--- config.mk ---
export PLATFORM = sky130hd
export DESIGN_NAME = debounce_scan_ctrl
export DESIGN_NICKNAME = d
export VERILOG_FILES = /design/src/rtl/debounce_scan_ctrl.sv
export SDC_FILE = /design/constraint.sdc
export NUM_CORES = 1
export LEC_CHECK = 0
export CORE_AREA = 2 2 109 111
export CTS_CLUSTER_SIZE = 30
export DETAILED_ROUTE_END_ITERATION = 7
export DIE_AREA = 0 0 111 113
export GPL_TIMING_DRIVEN = 0
export SYNTH_ARGS = -nofsm -noshare
export SYNTH_HDL_FRONTEND = slang
export SYNTH_SLANG_ARGS = --single-unit
--- constraint.sdc ---
create_clock -name clk -period 2.8 [get_ports clk]
set_input_delay 0.7 -clock clk [delete_from_list [all_inputs] [get_ports clk]]
set_output_delay 0.7 -clock clk [all_outputs]
set_load 0.02 [all_outputs]
--- src/rtl/debounce_scan_ctrl.sv ---
// Time-multiplexed debounce controller: one shared debounce datapath serves NCH
// channels, visiting one channel context per clock in round-robin order.
module debounce_scan_ctrl #(
  parameter int unsigned NCH = 4,
  parameter int unsigned CW  = 10,
  localparam int unsigned PW = $clog2(NCH)
) (
  input  logic           clk,
  input  logic           reset,
  input  logic           enable,
  input  logic [NCH-1:0] in,
  input  logic           cfg_we,
  input  logic [CW-1:0]  cfg_rise_len,
  input  logic [CW-1:0]  cfg_fall_len,
  output logic [NCH-1:0] db_level,
  output logic [NCH-1:0] db_tick_rise,
  output logic [NCH-1:0] db_tick_fall,
  output logic [NCH-1:0] busy,
  output logic [PW-1:0]  scan_ptr
);

  typedef enum logic [1:0] {
    StZero  = 2'b00,
    StWait1 = 2'b01,
    StOne   = 2'b10,
    StWait0 = 2'b11
  } st_e;

  localparam logic [CW-1:0] LenRst = CW'(16);

  logic [NCH-1:0] sync1_q, sync2_q, s_in;
  logic [CW-1:0]  rise_len_q, rise_len_d;
  logic [CW-1:0]  fall_len_q, fall_len_d;
  logic [PW-1:0]  scan_ptr_q, scan_ptr_d;
  st_e            st_q  [NCH];
  st_e            st_d  [NCH];
  logic [CW-1:0]  cnt_q [NCH];
  logic [CW-1:0]  cnt_d [NCH];
  logic [NCH-1:0] tick_rise_q, tick_rise_d;
  logic [NCH-1:0] tick_fall_q, tick_fall_d;

  // Shared visit datapath signals
  st_e           cur_st, nxt_st;
  logic [CW-1:0] cur_cnt, nxt_cnt, cnt_dec;
  logic          cur_in, hit_rise, hit_fall;

  assign s_in = sync2_q;

  // State register
  always_ff @(posedge clk or posedge reset) begin
    if (reset) begin
      sync1_q     <= '0;
      sync2_q     <= '0;
      rise_len_q  <= LenRst;
      fall_len_q  <= LenRst;
      scan_ptr_q  <= '0;
      tick_rise_q <= '0;
      tick_fall_q <= '0;
      for (int unsigned c = 0; c < NCH; c++) begin
        st_q[c]  <= StZero;
        cnt_q[c] <= '0;
      end
    end else begin
      sync1_q     <= in;
      sync2_q     <= sync1_q;
      rise_len_q  <= rise_len_d;
      fall_len_q  <= fall_len_d;
      scan_ptr_q  <= scan_ptr_d;
      tick_rise_q <= tick_rise_d;
      tick_fall_q <= tick_fall_d;
      for (int unsigned c = 0; c < NCH; c++) begin
        st_q[c]  <= st_d[c];
        cnt_q[c] <= cnt_d[c];
      end
    end
  end

  // Length registers: a zero length would never qualify, so it is clamped to one
  always_comb begin
    rise_len_d = rise_len_q;
    fall_len_d = fall_len_q;
    if (cfg_we) begin
      rise_len_d = (cfg_rise_len == '0) ? CW'(1) : cfg_rise_len;
      fall_len_d = (cfg_fall_len == '0) ? CW'(1) : cfg_fall_len;
    end
  end

  always_comb begin
    scan_ptr_d = scan_ptr_q;
    if (enable) begin
      scan_ptr_d = (scan_ptr_q == PW'(NCH - 1)) ? '0 : scan_ptr_q + PW'(1);
    end
  end

  // Next-state for the visited channel
  always_comb begin
    cur_st   = st_q[scan_ptr_q];
    cur_cnt  = cnt_q[scan_ptr_q];
    cur_in   = s_in[scan_ptr_q];
    cnt_dec  = cur_cnt - CW'(1);
    nxt_st   = cur_st;
    nxt_cnt  = cur_cnt;
    hit_rise = 1'b0;
    hit_fall = 1'b0;
    case (cur_st)
      StZero: begin
        if (cur_in) begin
          nxt_st  = StWait1;
          nxt_cnt = rise_len_q;
        end
      end
      StWait1: begin
        if (!cur_in) begin
          nxt_st = StZero;
        end else begin
          nxt_cnt = cnt_dec;
          if (cnt_dec == '0) begin
            nxt_st   = StOne;
            hit_rise = 1'b1;
          end
        end
      end
      StOne: begin
        if (!cur_in) begin
          nxt_st  = StWait0;
          nxt_cnt = fall_len_q;
        end
      end
      StWait0: begin
        if (cur_in) begin
          nxt_st = StOne;
        end else begin
          nxt_cnt = cnt_dec;
          if (cnt_dec == '0) begin
            nxt_st   = StZero;
            hit_fall = 1'b1;
          end
        end
      end
      default: nxt_st = StZero;
    endcase
  end

  // Write the visited context back; all other channels hold
  always_comb begin
    tick_rise_d = '0;
    tick_fall_d = '0;
    for (int unsigned c = 0; c < NCH; c++) begin
      st_d[c]  = st_q[c];
      cnt_d[c] = cnt_q[c];
      if (enable && (scan_ptr_q == PW'(c))) begin
        st_d[c]        = nxt_st;
        cnt_d[c]       = nxt_cnt;
        tick_rise_d[c] = hit_rise;
        tick_fall_d[c] = hit_fall;
      end
    end
  end

  // Output decode from registered state
  always_comb begin
    db_level = '0;
    busy     = '0;
    for (int unsigned c = 0; c < NCH; c++) begin
      db_level[c] = (st_q[c] == StOne) || (st_q[c] == StWait0);
      busy[c]     = (st_q[c] == StWait1) || (st_q[c] == StWait0);
    end
  end

  assign db_tick_rise = tick_rise_q;
  assign db_tick_fall = tick_fall_q;
  assign scan_ptr     = scan_ptr_q;

endmodule

# Word-level counts from Yosys, hierarchy flattened
# Index checks and enable logic that the tools add are counted.
# word_totals
regBits,86
inputBits,28
out_inout_bits,18
word_cells,91
# op_classes
n_addsub,2
magnitude_cmp,2
n_eq_ne,18
mux,36
n_bitwise,1
n_reduce_logical,17
# op_table
operator,n
$mux W10,8
$pmux W10 S4,1
$logic_not A10 Y1,3
$eq A2 B2 Y1 const B,12
$bmux W10 S2,1
$mux W2,9
$mux W1,14
$eq A2 B1 Y1 const B,6
$sub A10 B1 Y10 const B,1
$logic_or A1 B1 Y1,8
$pmux W2 S4,1
$bmux W2 S2,1
$logic_and A1 B1 Y1,4
$logic_not A2 Y1,2
$ge A3 B3 Y1 const B,1
$lt A2 B3 Y1 const B,1
$not A2 Y3,1
$add A2 B1 Y2 const B,1
$bmux W1 S2,1

# Logic depth before layout (Yosys ltp)
# Gate-level depths: netlist (run 1).
# depth
depth_word,10
ltp_mapped,11
ltp_nobuf,10

# Worst setup path after synthesis (run 1)
# OpenSTA, ideal clock, no wires.
# synth_timing
kind,reg-to-reg
startpoint,reg scan_ptr_q[0] (netlist: scan_ptr[0])
endpoint,reg cnt_q[16] (netlist bit)
setup_ns,0.125
arrival_time_ns,2.968
required_time_ns,2.675
path_slack_ns,-0.293
stages_incl_launch_ff,12
path_buffers,1
period_less_slack_ns,3.093
path_cell_list,dfrtp_1 > buf_6 > mux4_2 > inv_1 > ha_1 > inv_1 > nor4_1 > o21ai_0 > xor2_1 > a211o_1 > a31oi_1 > mux2_2
# synth_between
elab_chain_cells,7
elab_cells_between_ends,21
cone_classes,add/sub (1); eq/ne (4); mux (13); bitwise (1); reduce/logical (2)
# synth_lines
item,line,source
"start, declared",34,"logic [PW-1:0] scan_ptr_q, scan_ptr_d;"
"start signal, assigned",68,scan_ptr_q <= scan_ptr_d;
$not A2 Y3 (not written as such),"97, 98",
$bmux W10 S2,98,cur_cnt = cnt_q[scan_ptr_q];
$mux W10 (not written as such) (2 in a row),98,
$sub A10 B1 Y10,100,cnt_dec = cur_cnt - CW'(1);
"$mux W10, on equally long branches","130, 113",
$pmux W10 S4,105,case (cur_st)
"end signal, assigned by index",73,cnt_q[c] <= cnt_d[c];
"end, declared",37,logic [CW-1:0] cnt_q [NCH];
# Parallel ways exist; a longest one is shown, timed or not. The select of a mux whose other input is x is not followed.
# A chain may end at the register's enable or synchronous reset.

# Worst setup path after layout (run 1)
# layout_timing
startpoint,reg scan_ptr_q[0] (netlist: scan_ptr[0])
endpoint,reg st_q[1] (netlist bit)
# layout_between
elab_chain_cells,9
elab_cells_between_ends,24
cone_classes,add/sub (1); eq/ne (4); mux (15); bitwise (1); reduce/logical (3)
# layout_lines
item,line,source
$not A2 Y3 (not written as such),"97, 98",
$bmux W10 S2,98,
$mux W10 (not written as such) (2 in a row),98,
$sub A10 B1 Y10,100,
$logic_not A10 Y1,"117, 134",
"$mux W2, on equally long branches","134, 117",
"$mux W2, on equally long branches","130, 113",
$pmux W2 S4,105,
"end signal, assigned by index",60,st_q[c] <= StZero;
"end signal, assigned by index",72,st_q[c] <= st_d[c];
"end, declared",35,st_e st_q [NCH];
# Parallel ways exist; a longest one is shown, timed or not. The select of a mux whose other input is x is not followed.

==> reports/metrics.cfg, run 1 <==
[status]
outcome = finished, violations left
failed_checks = setup timing

[setup_path]
cp-start-kind = flop
cp-end-kind = flop
rr_worst_depth = 8
r2r_end = st_q[1]$_DFFE_PP0P_
critPathTopFamily = simple AND/OR/NAND/NOR gates
crit_end = st_q[1]$_DFFE_PP0P_
crit_cells = 8
path_class = reg2reg
crit_buf_inv = 1
r2r_slack_ns = -0.17
critPathSlowestCell = or4_4
arrival_ns = 3.17
slowest_delay_ns = 0.57
crit_chain = buf_12 -> mux4_2 -> or4_4 -> or3_4 -> xor2_4 -> and4_4 -> a41oi_1 -> o211ai_1
crit_required_ns = 3.00
crit_start = scan_ptr[0]$_DFFE_PP0P_
r2r_start = scan_ptr[0]$_DFFE_PP0P_
cp_max_fo = 8

[routing]
drc = 0
antenna_left = 0
dr.max_layer_used = met4
dr_wl_met3_um = 404
wire_per_inst_um = 18.6
routed_wirelength_um = 11400
drt-pass1-iter-count = 4
initialDrtViolationCount = 197
viasPerCell = 5.57
m1WireLength_um = 5140
via_count = 3430
met2WireLength_um = 5620

[synth]
synth.area.mux_share = 0.231
synth_edf_count = 0
synth_xor_area_frac = 0.00949
synth_nets = 431
synth_top_family_by_area = multiplexers
syn-cell-area_um2 = 4480
synth-seq-area-share = 0.481
yosysWarnings = 0
yosys.area_share.simple = 0.110
async_flop_share = 1.00
synth-main-ff-cell = dfrtp_1
synthAdderAreaFrac = 0.0168
ys_ff_latch = 86
synth_compound_area_frac = 0.116
yosysUniqueCellTypes = 47
synth.avg_cell_area_um2 = 11.3
synthCells = 397

[pwr]
peakVddDrop_v = 0.000759
p_leak_nw = 2.33
p_total_mw = 7.56
cellPowerDensity_nw_per_um2 = 1300

[global_routing]
grt_pass1_wl_um = 18500
overflow = 0
antenna_found_initial = 0
grt.total_usage = 0.188
grt_start_max_net_pins = 37
grt_pass1_vias = 3522

[floorplan]
die_area_um2 = 12500
initial_core_util = 0.398
die_w_um = 111
die_h_um = 113
core_area_um2 = 11300
io_pins = 46
row_count = 39

[job]
maxCapViolCount = 0

[cts]
cts_root_buffer = clkbuf_16
htreeDepth = 3
postCtsHoldBufs = 0
clk_path_buf_depth = 2
cts_tree = built
clk_pin_slew_ns = 0.06
cts_sinks = 86
clk_latency_ns = 0.34
cts_buffers = 9

[placement]
dp_hpwl_um = 8060
place_congestion = 0.906
numPortBuffers = 44
dpl_worst_slack_ns = -0.705

[sta]
fmax_mhz = 337
slew_headroom = 0.490
rsz0062_at_grt = true
hold_viol = 0
setup_viol = 32
worst_pin_slew_ns = 0.765
layout_setup_ws_ns = -0.165
skew_ns = 0.00906
slew_viol_final = 0
post-route-min-period_ns = 2.97
whs_ns = 0.349
fin_crit_sh = 1.06

[layout]
diodes = 0
syn2layout_area_growth_pct = 29.3
nNetsFinal = 502
drive_above_1_share = 0.342

[worst_hold_path]
hold_depth = 0
min_path_type = reg2reg

==> report_power, final <==
| part | leakage [nW] | switching [mW] | internal, mW | total [mW] |
|---|---|---|---|---|
| clock network | 0.150 | 0.486 | 0.717 | 1.20 |
| registers | 1.04 | 0.226 | 1.64 | 1.87 |
| logic | 1.14 | 2.47 | 2.02 | 4.49 |
==> repair_timing <==
item	4_1_cts	5_1_grt
resized for setup	35	14
hold endpoints to repair	0	0
endpoints found under the setup margin	56	56
pin swaps	8	11
setup buffers	11	4
==> per-stage QoR <==
step | area, µm² | instances | util | TNS [ns]
2_1_floorplan | 4540 | 397 | - | -1.25
3_3_place_gp | 5150 | 584 | 0.457 | -25.87
6_report | 5790 | 616 | 0.514 | -3.27
3_5_place_dp | 5190 | 586 | 0.461 | -27.88
5_1_grt | 5790 | 616 | 0.514 | -8.26
4_1_cts | 5710 | 612 | 0.506 | -3.07
==> worst register-to-register path, stage by stage, from the launching register on <==
cell      delay [ns]
dfrtp_2         0.39
buf_12          0.15
mux4_2          0.56
or4_4           0.57
or3_4           0.43
xor2_4          0.19
and4_4          0.22
a41oi_1         0.22
o211ai_1        0.12
==> routing by layer <==
layer / track usage / vias up
li1: - / 1590
met4: 0.0725 / 0
met5: 0 / -
met3: 0.0375 / 22
met2: 0.312 / 85
met1: 0.244 / 1733
==> layout by cell type, fill, tap and decap left out, types with 6 or more instances in the layout <==
cell type / synthesis / layout
o21ai_0: 20 / 16
and2_1: 6 / 6
a21oi_1: 13 / 9
mux4_2: 11 / 12
clkbuf_16: 0 / 9
o211ai_1: 8 / 8
o22ai_1: 9 / 9
nand2_1: 38 / 37
dfrtp_1: 84 / 83
buf_4: 0 / 17
mux2_2: 65 / 56
clkbuf_1: 25 / 20
nor2_1: 25 / 23
mux2_4: 0 / 9
clkdlybuf4s50_1: 0 / 44
a41oi_1: 8 / 7
==> how the worst min path moves through the flow <==
stage                    startpoint           endpoint  slack, ns
2_1_floorplan  sync1_q[0]$_DFF_PP0_  s_in[0]$_DFF_PP0_       0.33
3_3_place_gp   sync1_q[2]$_DFF_PP0_  s_in[2]$_DFF_PP0_       0.33
6_report       sync1_q[2]$_DFF_PP0_  s_in[2]$_DFF_PP0_       0.35
3_5_place_dp   sync1_q[2]$_DFF_PP0_  s_in[2]$_DFF_PP0_       0.34
5_1_grt        sync1_q[2]$_DFF_PP0_  s_in[2]$_DFF_PP0_       0.36
4_1_cts        sync1_q[2]$_DFF_PP0_  s_in[2]$_DFF_PP0_       0.35
==> sequential cells by signal, indices dropped and copies added (netlist names) <==
register,flops
fall_len_q,10
db_tick_fall,4
cnt_q,40
rise_len_q,10
s_in,4
scan_ptr,2
db_tick_rise,4
sync1_q,4
st_q,8
==> layout make-up <==
class	count	area, µm²
Inverter	9	40.0
Timing Repair Buffer	61	593
Buffer	30	158
Fill cell	1016	5480
Multi-Input combinational cell	271	2370
Sequential cell	86	2160
Tap cell	143	179
Clock buffer	11	243
Clock inverter	5	57.6
==> cells in the mapped netlist, types with 3 or more instances <==
library cell | count | share of area
a21oi_1 | 13 | 0.015
a31oi_1 | 7 | 0.0098
a41oi_1 | 8 | 0.016
and2_1 | 6 | 0.0084
buf_2 | 4 | 0.0045
clkbuf_1 | 25 | 0.021
dfrtp_1 | 84 | 0.47
ha_1 | 6 | 0.017
inv_1 | 9 | 0.0075
mux2_2 | 65 | 0.16
mux2i_1 | 3 | 0.0067
mux4_2 | 11 | 0.055
nand2_1 | 38 | 0.032
nand2b_1 | 4 | 0.0056
nand3_1 | 6 | 0.0067
nor2_1 | 25 | 0.021
nor3_1 | 5 | 0.0056
nor4_1 | 4 | 0.0056
o211ai_1 | 8 | 0.013
o21ai_0 | 20 | 0.022
o22ai_1 | 9 | 0.013
o31ai_1 | 4 | 0.0067
or2_2 | 3 | 0.0042
==> kinds of logic after synthesis <==
group | count (synthesis)
xor gates and xnor gates | 4
AOI/OAI and AO/OA | 79
and+or+nand+nor | 102
DFF | 86
adders and majority gates | 6
muxes | 80
buffers and inverters | 40
No activity file was read; power rests on OpenSTA's default activity.
==> inputs of run 2 (changes only) <==
Settings changed: CORE_AREA 2 2 109 111 to 2 2 111 113, DIE_AREA 0 0 111 113 to 0 0 113 115.
==> run 2 against run 1 <==
The flow finishes with violations (DRC, setup timing); sequential power about the same; highest routed layer unchanged; critical path depth unchanged; non-clock buffer count increased by 1; register-to-register slack about the same; largest cell class unchanged; global-route usage decreased by 0.66 points; largest power group unchanged; maximum frequency decreased by 0.26%; clock skew decreased by 0.0013 ns; first-iteration DRC count decreased by 13%.
==> reports/metrics.cfg, run 2 (synthesis gave the netlist of run 1 again) <==
[sta]
setup_viol = 32  ; unchanged
hold_viol = 0  ; unchanged
worst_pin_slew_ns = 0.887  ; was 0.765 ns
slew_headroom = 0.408  ; was 0.490
fmax_mhz = 336  ; was 337 MHz
slew_viol_final = 0  ; unchanged
layout_setup_ws_ns = -0.173  ; was -0.165 ns
fin_tns_setup_ns = -2.86  ; was -3.27 ns
fin_crit_sh = 1.06  ; about the same
skew_ns = 0.00772  ; was 0.00906 ns
rsz0062_at_grt = true  ; unchanged
post-route-min-period_ns = 2.97  ; about the same

[pwr]
p_total_mw = 7.74  ; was 7.56 mW
peakVddDrop_v = 0.000499  ; was 0.000759 V
cellPowerDensity_nw_per_um2 = 1310  ; was 1300 nW/µm²
p_leak_nw = 2.35  ; was 2.33 nW

[routing]
via_count = 3468  ; was 3430
initialDrtViolationCount = 172  ; was 197
viasPerCell = 5.58  ; was 5.57
wire_per_inst_um = 18.2  ; was 18.6 µm
antenna_left = 0  ; unchanged
routed_wirelength_um = 11300  ; was 11400 µm
drt-pass1-iter-count = 6  ; was 4
drc = 2  ; was 0

[status]
failed_checks = DRC, setup timing  ; was setup timing
outcome = finished, violations left  ; unchanged

[layout]
reg_top3 = cnt_q: 40 flops, fall_len_q: 10 flops, rise_len_q: 10 flops  ; unchanged
drive_above_1_share = 0.365  ; was 0.342
largest_reg_flops = 40  ; unchanged
syn2layout_area_growth_pct = 31.4  ; was 29.3%
mostFrequentLayoutCell = dfrtp_1  ; unchanged
post-route-util = 0.499  ; was 0.514
regMostFlops = cnt_q  ; unchanged
nNetsFinal = 503  ; was 502
nFillCells = 1032  ; was 1016
final_cell_mix = dfrtp_1 (83), mux2_2 (55), clkdlybuf4s50_1 (44)  ; was dfrtp_1 (83), mux2_2 (56), clkdlybuf4s50_1 (44)
diodes = 0  ; unchanged

[setup_path]
r2r_start = scan_ptr[0]$_DFFE_PP0P_  ; unchanged
critPathSlowestCell = or4_4  ; unchanged
r2r_end = st_q[0]$_DFFE_PP0P_  ; was st_q[1]$_DFFE_PP0P_
crit_chain = buf_12 -> mux4_2 -> or4_4 -> or3_4 -> xor2_4 -> and4_4 -> and2_4 -> o31ai_1  ; was buf_12 -> mux4_2 -> or4_4 -> or3_4 -> xor2_4 -> and4_4 -> a41oi_1 -> o211ai_1
arrival_ns = 3.19  ; was 3.17 ns
path_class = reg2reg  ; unchanged
cp-start-kind = flop  ; unchanged
cp-end-kind = flop  ; unchanged
slowest_delay_ns = 0.57  ; about the same
rr_worst_depth = 8  ; unchanged
cp_max_fo = 8  ; unchanged
crit_required_ns = 3.02  ; was 3.00 ns
r2r_slack_ns = -0.17  ; about the same

[placement]
place_congestion = 0.899  ; was 0.906
numPortBuffers = 44  ; unchanged
dp_hpwl_um = 8000  ; was 8060 µm

[cts]
cts_buffers = 9  ; unchanged
postCtsHoldBufs = 0  ; unchanged
clk_latency_ns = 0.35  ; was 0.34 ns
clk_pin_slew_ns = 0.06  ; about the same
cts_root_buffer = clkbuf_16  ; unchanged
cts_tree = built  ; unchanged
clk_path_buf_depth = 2  ; unchanged
cts_sinks = 86  ; unchanged
htreeDepth = 3  ; unchanged

[floorplan]
io_pins = 46  ; unchanged
core_area_um2 = 11800  ; was 11300 µm²
die_area_um2 = 13000  ; was 12500 µm²
die_h_um = 115  ; was 113 µm
die_w_um = 113  ; was 111 µm
row_count = 40  ; was 39
initial_core_util = 0.379  ; was 0.398

[global_routing]
overflow = 0  ; unchanged
grt.total_usage = 0.181  ; was 0.188
grt_start_max_net_pins = 41  ; was 37
grt_pass1_wl_um = 18200  ; was 18500 µm
use_met3 = 0.0380  ; was 0.0375
use_met1 = 0.236  ; was 0.244
antenna_found_initial = 0  ; unchanged
use_met2 = 0.295  ; was 0.312
grt_pass1_vias = 3598  ; was 3522
top_usage_layer = met2  ; unchanged

[worst_hold_path]
hold-path-endpoint = s_in[1]$_DFF_PP0_  ; was s_in[2]$_DFF_PP0_
min_from = sync1_q[1]$_DFF_PP0_  ; was sync1_q[2]$_DFF_PP0_
hold_depth = 0  ; unchanged
min_path_type = reg2reg  ; unchanged

[job]
maxCapViolCount = 0  ; unchanged

run 2: how the worst max path moves through the flow:
stage	start	end	slack, ns	depth (start not counted)
after floorplan	scan_ptr[0]$_DFFE_PP0P_	st_q[1]$_DFFE_PP0P_	-0.11	8
after global placement	scan_ptr[1]$_DFFE_PP0P_	cnt_q[26]$_DFFE_PP0P_	-0.63	9
after detailed placement	scan_ptr[1]$_DFFE_PP0P_	cnt_q[16]$_DFFE_PP0P_	-0.66	9
after CTS	scan_ptr[0]$_DFFE_PP0P_	st_q[3]$_DFFE_PP0P_	-0.15	8
after global routing	scan_ptr[0]$_DFFE_PP0P_	st_q[6]$_DFFE_PP0P_	-0.25	8
final	scan_ptr[0]$_DFFE_PP0P_	st_q[0]$_DFFE_PP0P_	-0.17	8
run 2: critical path: cells and delay by family, from the launching register on:
kind	cells	cell delay (ns)
flops	1	0.39
simple gates	4	1.46
compound gates	1	0.07
buf+inv	1	0.15
xor+xnor	1	0.23
mux	1	0.55
run 2: cell type report:
cell class | count | area [µm²] | area share
multi-input cells | 271 | 2410 | 0.410
clock inverters | 5 | 81.3 | 0.0138
repair buffers | 63 | 612 | 0.104
plain buffers | 29 | 154 | 0.0261
well taps | 147 | 184 | 0.0312
clock buffers | 11 | 243 | 0.0412
flip-flops and latches | 86 | 2160 | 0.366
inverters | 9 | 45.0 | 0.00765
run 2: routing by layer:
metal  vias to the layer above  share of wire
met5                         -              0
met4                         0          0.023
met3                        18          0.046
met2                        98           0.49
met1                      1757           0.44
li1                       1595              -
run 2: stage by stage:
stage	instance area, µm²	worst slack, ns	hold WS [ns]	instances
floorplan	4540	-0.113	0.331	397
global placement	5160	-0.635	0.336	588
detailed placement	5200	-0.658	0.336	590
CTS	5700	-0.150	0.350	615
global route	5890	-0.248	0.354	621
finish	5890	-0.173	0.347	621
run 2: timing repair:
item	4_1_cts	5_1_grt
resized for setup	30	37
buffers inserted	10	7
pin swaps	7	13
setup endpoints to repair	56	56
run 2: power breakdown:
group	total, mW	switching [mW]	internal (mW)
Clock	1.30	0.493	0.808
Combinational	4.57	2.47	2.10
Sequential	1.87	0.228	1.64
==> inputs of run 3 (changes only) <==
Settings changed: SETUP_SLACK_MARGIN set to 0.05.
==> run 3 against run 2 <==
The run still ends with DRC, setup timing left; via count increased by 1.6%; non-clock buffer count increased by 8; cell count increased by 1.3%; sequential power about the same; global-route usage increased by 0.97 points; die area unchanged; clock-buffer cell count decreased by 1; sequential cell count unchanged; sequential share of layout area decreased by 1.3 points; critical path type unchanged; largest cell class unchanged.
==> reports/metrics.cfg, run 3 (synthesis gave the netlist of run 1 again) <==
[status]
outcome = finished, violations left  ; unchanged
failed_checks = DRC, setup timing  ; unchanged

[layout]
mostFrequentLayoutCell = dfrtp_1  ; unchanged
diodes = 0  ; unchanged
drive_above_1_share = 0.388  ; was 0.365
regMostFlops = cnt_q  ; unchanged
syn2layout_area_growth_pct = 36.1  ; was 31.4%
multiInputGateArea_um2 = 2490  ; was 2410 µm²
largest_reg_flops = 40  ; unchanged
final_cell_mix = dfrtp_1 (83), mux2_2 (46), clkdlybuf4s50_1 (44)  ; was dfrtp_1 (83), mux2_2 (55), clkdlybuf4s50_1 (44)
nFillCells = 1037  ; was 1032
seq_area_um2 = 2160  ; unchanged
reg_top3 = cnt_q: 40 flops, fall_len_q: 10 flops, rise_len_q: 10 flops  ; unchanged
stdcell_area_um2 = 6100  ; was 5890 µm²
post-route-util = 0.516  ; was 0.499
nNetsFinal = 511  ; was 503
finalNonFillerCells = 629  ; was 621

[pwr]
cellPowerDensity_nw_per_um2 = 1370  ; was 1310 nW/µm²
p_sw_mw = 3.44  ; was 3.19 mW
p_comb_frac = 0.601  ; was 0.590
clockPowerShare = 0.176  ; was 0.168
peakVddDrop_v = 0.000466  ; was 0.000499 V
p_total_mw = 8.38  ; was 7.74 mW
p_int_mw = 4.94  ; was 4.55 mW
pwr-share-seq = 0.223  ; was 0.242
p_leak_nw = 2.47  ; was 2.35 nW
p_sw_frac = 0.411  ; was 0.413

[floorplan]
die_area_um2 = 13000  ; unchanged
row_count = 40  ; unchanged
die_h_um = 115  ; unchanged
io_pins = 46  ; unchanged
die_w_um = 113  ; unchanged
initial_core_util = 0.379  ; unchanged
core_area_um2 = 11800  ; unchanged

[routing]
initialDrtViolationCount = 198  ; was 172
drt-pass1-iter-count = 7  ; was 6
via_count = 3522  ; was 3468
wire_per_inst_um = 19.3  ; was 18.2 µm
routed_wirelength_um = 12100  ; was 11300 µm
drc = 4  ; was 2
antenna_left = 0  ; unchanged
viasPerCell = 5.60  ; was 5.58

[placement]
dpl.cell_count = 590  ; unchanged
post_dp_cell_area_um2 = 5220  ; was 5200 µm²
numPortBuffers = 44  ; unchanged
dp_hpwl_um = 8050  ; was 8000 µm
place_congestion = 0.857  ; was 0.899

[worst_hold_path]
hold_depth = 0  ; unchanged
min_path_type = reg2reg  ; unchanged
hold-path-endpoint = s_in[1]$_DFF_PP0_  ; unchanged
min_from = sync1_q[1]$_DFF_PP0_  ; unchanged

[sta]
fin_crit_sh = 1.05  ; was 1.06
hold_viol = 0  ; unchanged
worst_pin_slew_ns = 0.842  ; was 0.887 ns
rsz0062_at_grt = true  ; unchanged
layout_setup_ws_ns = -0.141  ; was -0.173 ns
fmax_mhz = 340  ; was 336 MHz
post-route-min-period_ns = 2.94  ; was 2.97 ns
skew_ns = 0.0109  ; was 0.00772 ns
slew_viol_final = 0  ; unchanged
setup_viol = 28  ; was 32
fin_tns_setup_ns = -2.48  ; was -2.86 ns
slew_headroom = 0.438  ; was 0.408

[global_routing]
grt_start_max_net_pins = 45  ; was 41
overflow = 0  ; unchanged
grt_pass1_vias = 3688  ; was 3598
grt_pass1_wl_um = 19400  ; was 18200 µm
antenna_found_initial = 0  ; unchanged
grt.total_usage = 0.191  ; was 0.181

[cts]
cts_buffers = 9  ; unchanged
postCtsHoldBufs = 0  ; unchanged
htreeDepth = 3  ; unchanged
cts_sinks = 86  ; unchanged
clk_path_buf_depth = 2  ; unchanged
clk_latency_ns = 0.35  ; about the same
cts_tree = built  ; unchanged
cts_root_buffer = clkbuf_16  ; unchanged
clk_pin_slew_ns = 0.07  ; was 0.06 ns

[setup_path]
rr_worst_depth = 8  ; unchanged
crit_required_ns = 3.02  ; about the same
r2r_end = st_q[6]$_DFFE_PP0P_  ; was st_q[0]$_DFFE_PP0P_
path_class = reg2reg  ; unchanged
cp-start-kind = flop  ; unchanged
cp_max_fo = 8  ; unchanged
r2r_start = scan_ptr[0]$_DFFE_PP0P_  ; unchanged
cp-end-kind = flop  ; unchanged
arrival_ns = 3.16  ; was 3.19 ns
r2r_slack_ns = -0.14  ; was -0.17 ns

[job]
maxCapViolCount = 0  ; unchanged

[run 3: how the worst max path moves through the flow]
stage	startpoint	to	slack (ns)	cells after the start
6_report	scan_ptr[0]$_DFFE_PP0P_	st_q[6]$_DFFE_PP0P_	-0.14	8
5_1_grt	scan_ptr[0]$_DFFE_PP0P_	cnt_q[7]$_DFFE_PP0P_	-0.21	8
4_1_cts	scan_ptr[0]$_DFFE_PP0P_	st_q[0]$_DFFE_PP0P_	-0.13	9
3_5_place_dp	scan_ptr[1]$_DFFE_PP0P_	cnt_q[1]$_DFFE_PP0P_	-0.66	11
3_3_place_gp	scan_ptr[1]$_DFFE_PP0P_	cnt_q[11]$_DFFE_PP0P_	-0.54	11
2_1_floorplan	scan_ptr[0]$_DFFE_PP0P_	st_q[1]$_DFFE_PP0P_	-0.11	8
[run 3: per-layer routing]
layer | wire length (µm) | vias to the layer above | track usage | share of wire
met3 | 448 | 20 | 0.0369 | 0.037
met4 | 249 | 0 | 0.0537 | 0.021
met5 | 0 | - | 0 | 0
li1 | - | 1612 | - | -
met2 | 6100 | 105 | 0.334 | 0.50
met1 | 5330 | 1785 | 0.243 | 0.44
[run 3: power by group through the flow]
stage / Clock, mW / Combinational, mW / Sequential, mW
2_1_floorplan: 0 / 2.79 / 1.82
3_3_place_gp: 0 / 3.69 / 1.86
3_5_place_dp: 0 / 3.79 / 1.89
4_1_cts: 1.50 / 4.38 / 1.87
5_1_grt: 1.55 / 5.36 / 1.92
6_report: 1.47 / 5.03 / 1.87
[run 3: layout make-up]
class / instances / area share
clock inverter: 6 / 0.0220
buffer: 29 / 0.0308
timing repair buffer: 71 / 0.111
multi-input combinational: 271 / 0.408
tap: 147 / 0.0302
inverter: 9 / 0.00739
sequential: 86 / 0.354
clock buffer: 10 / 0.0375
[run 3: worst max-delay path, cell delays in order, from the launching register on]
cell and delay [ns]:
dfrtp_2 0.39, buf_12 0.15, mux4_2 0.55, or4_4 0.55, or3_4 0.40, xor2_4 0.22, and4_4 0.29, and2_4 0.19
o31ai_1 0.07
[run 3: what timing repair did]
action	in CTS	in global routing
buffers inserted	11	14
hold endpoints to repair	0	0
pin swaps	14	16
endpoints found under the setup margin	56	56
resized for setup	40	61
[run 3: metrics by stage]
| step | worst slack [ns] | hold WS (ns) |
|---|---|---|
| global route | -0.206 | 0.363 |
| floorplan | -0.113 | 0.331 |
| global placement | -0.538 | 0.333 |
| finish | -0.141 | 0.353 |
| detailed placement | -0.655 | 0.340 |
| CTS | -0.131 | 0.355 |
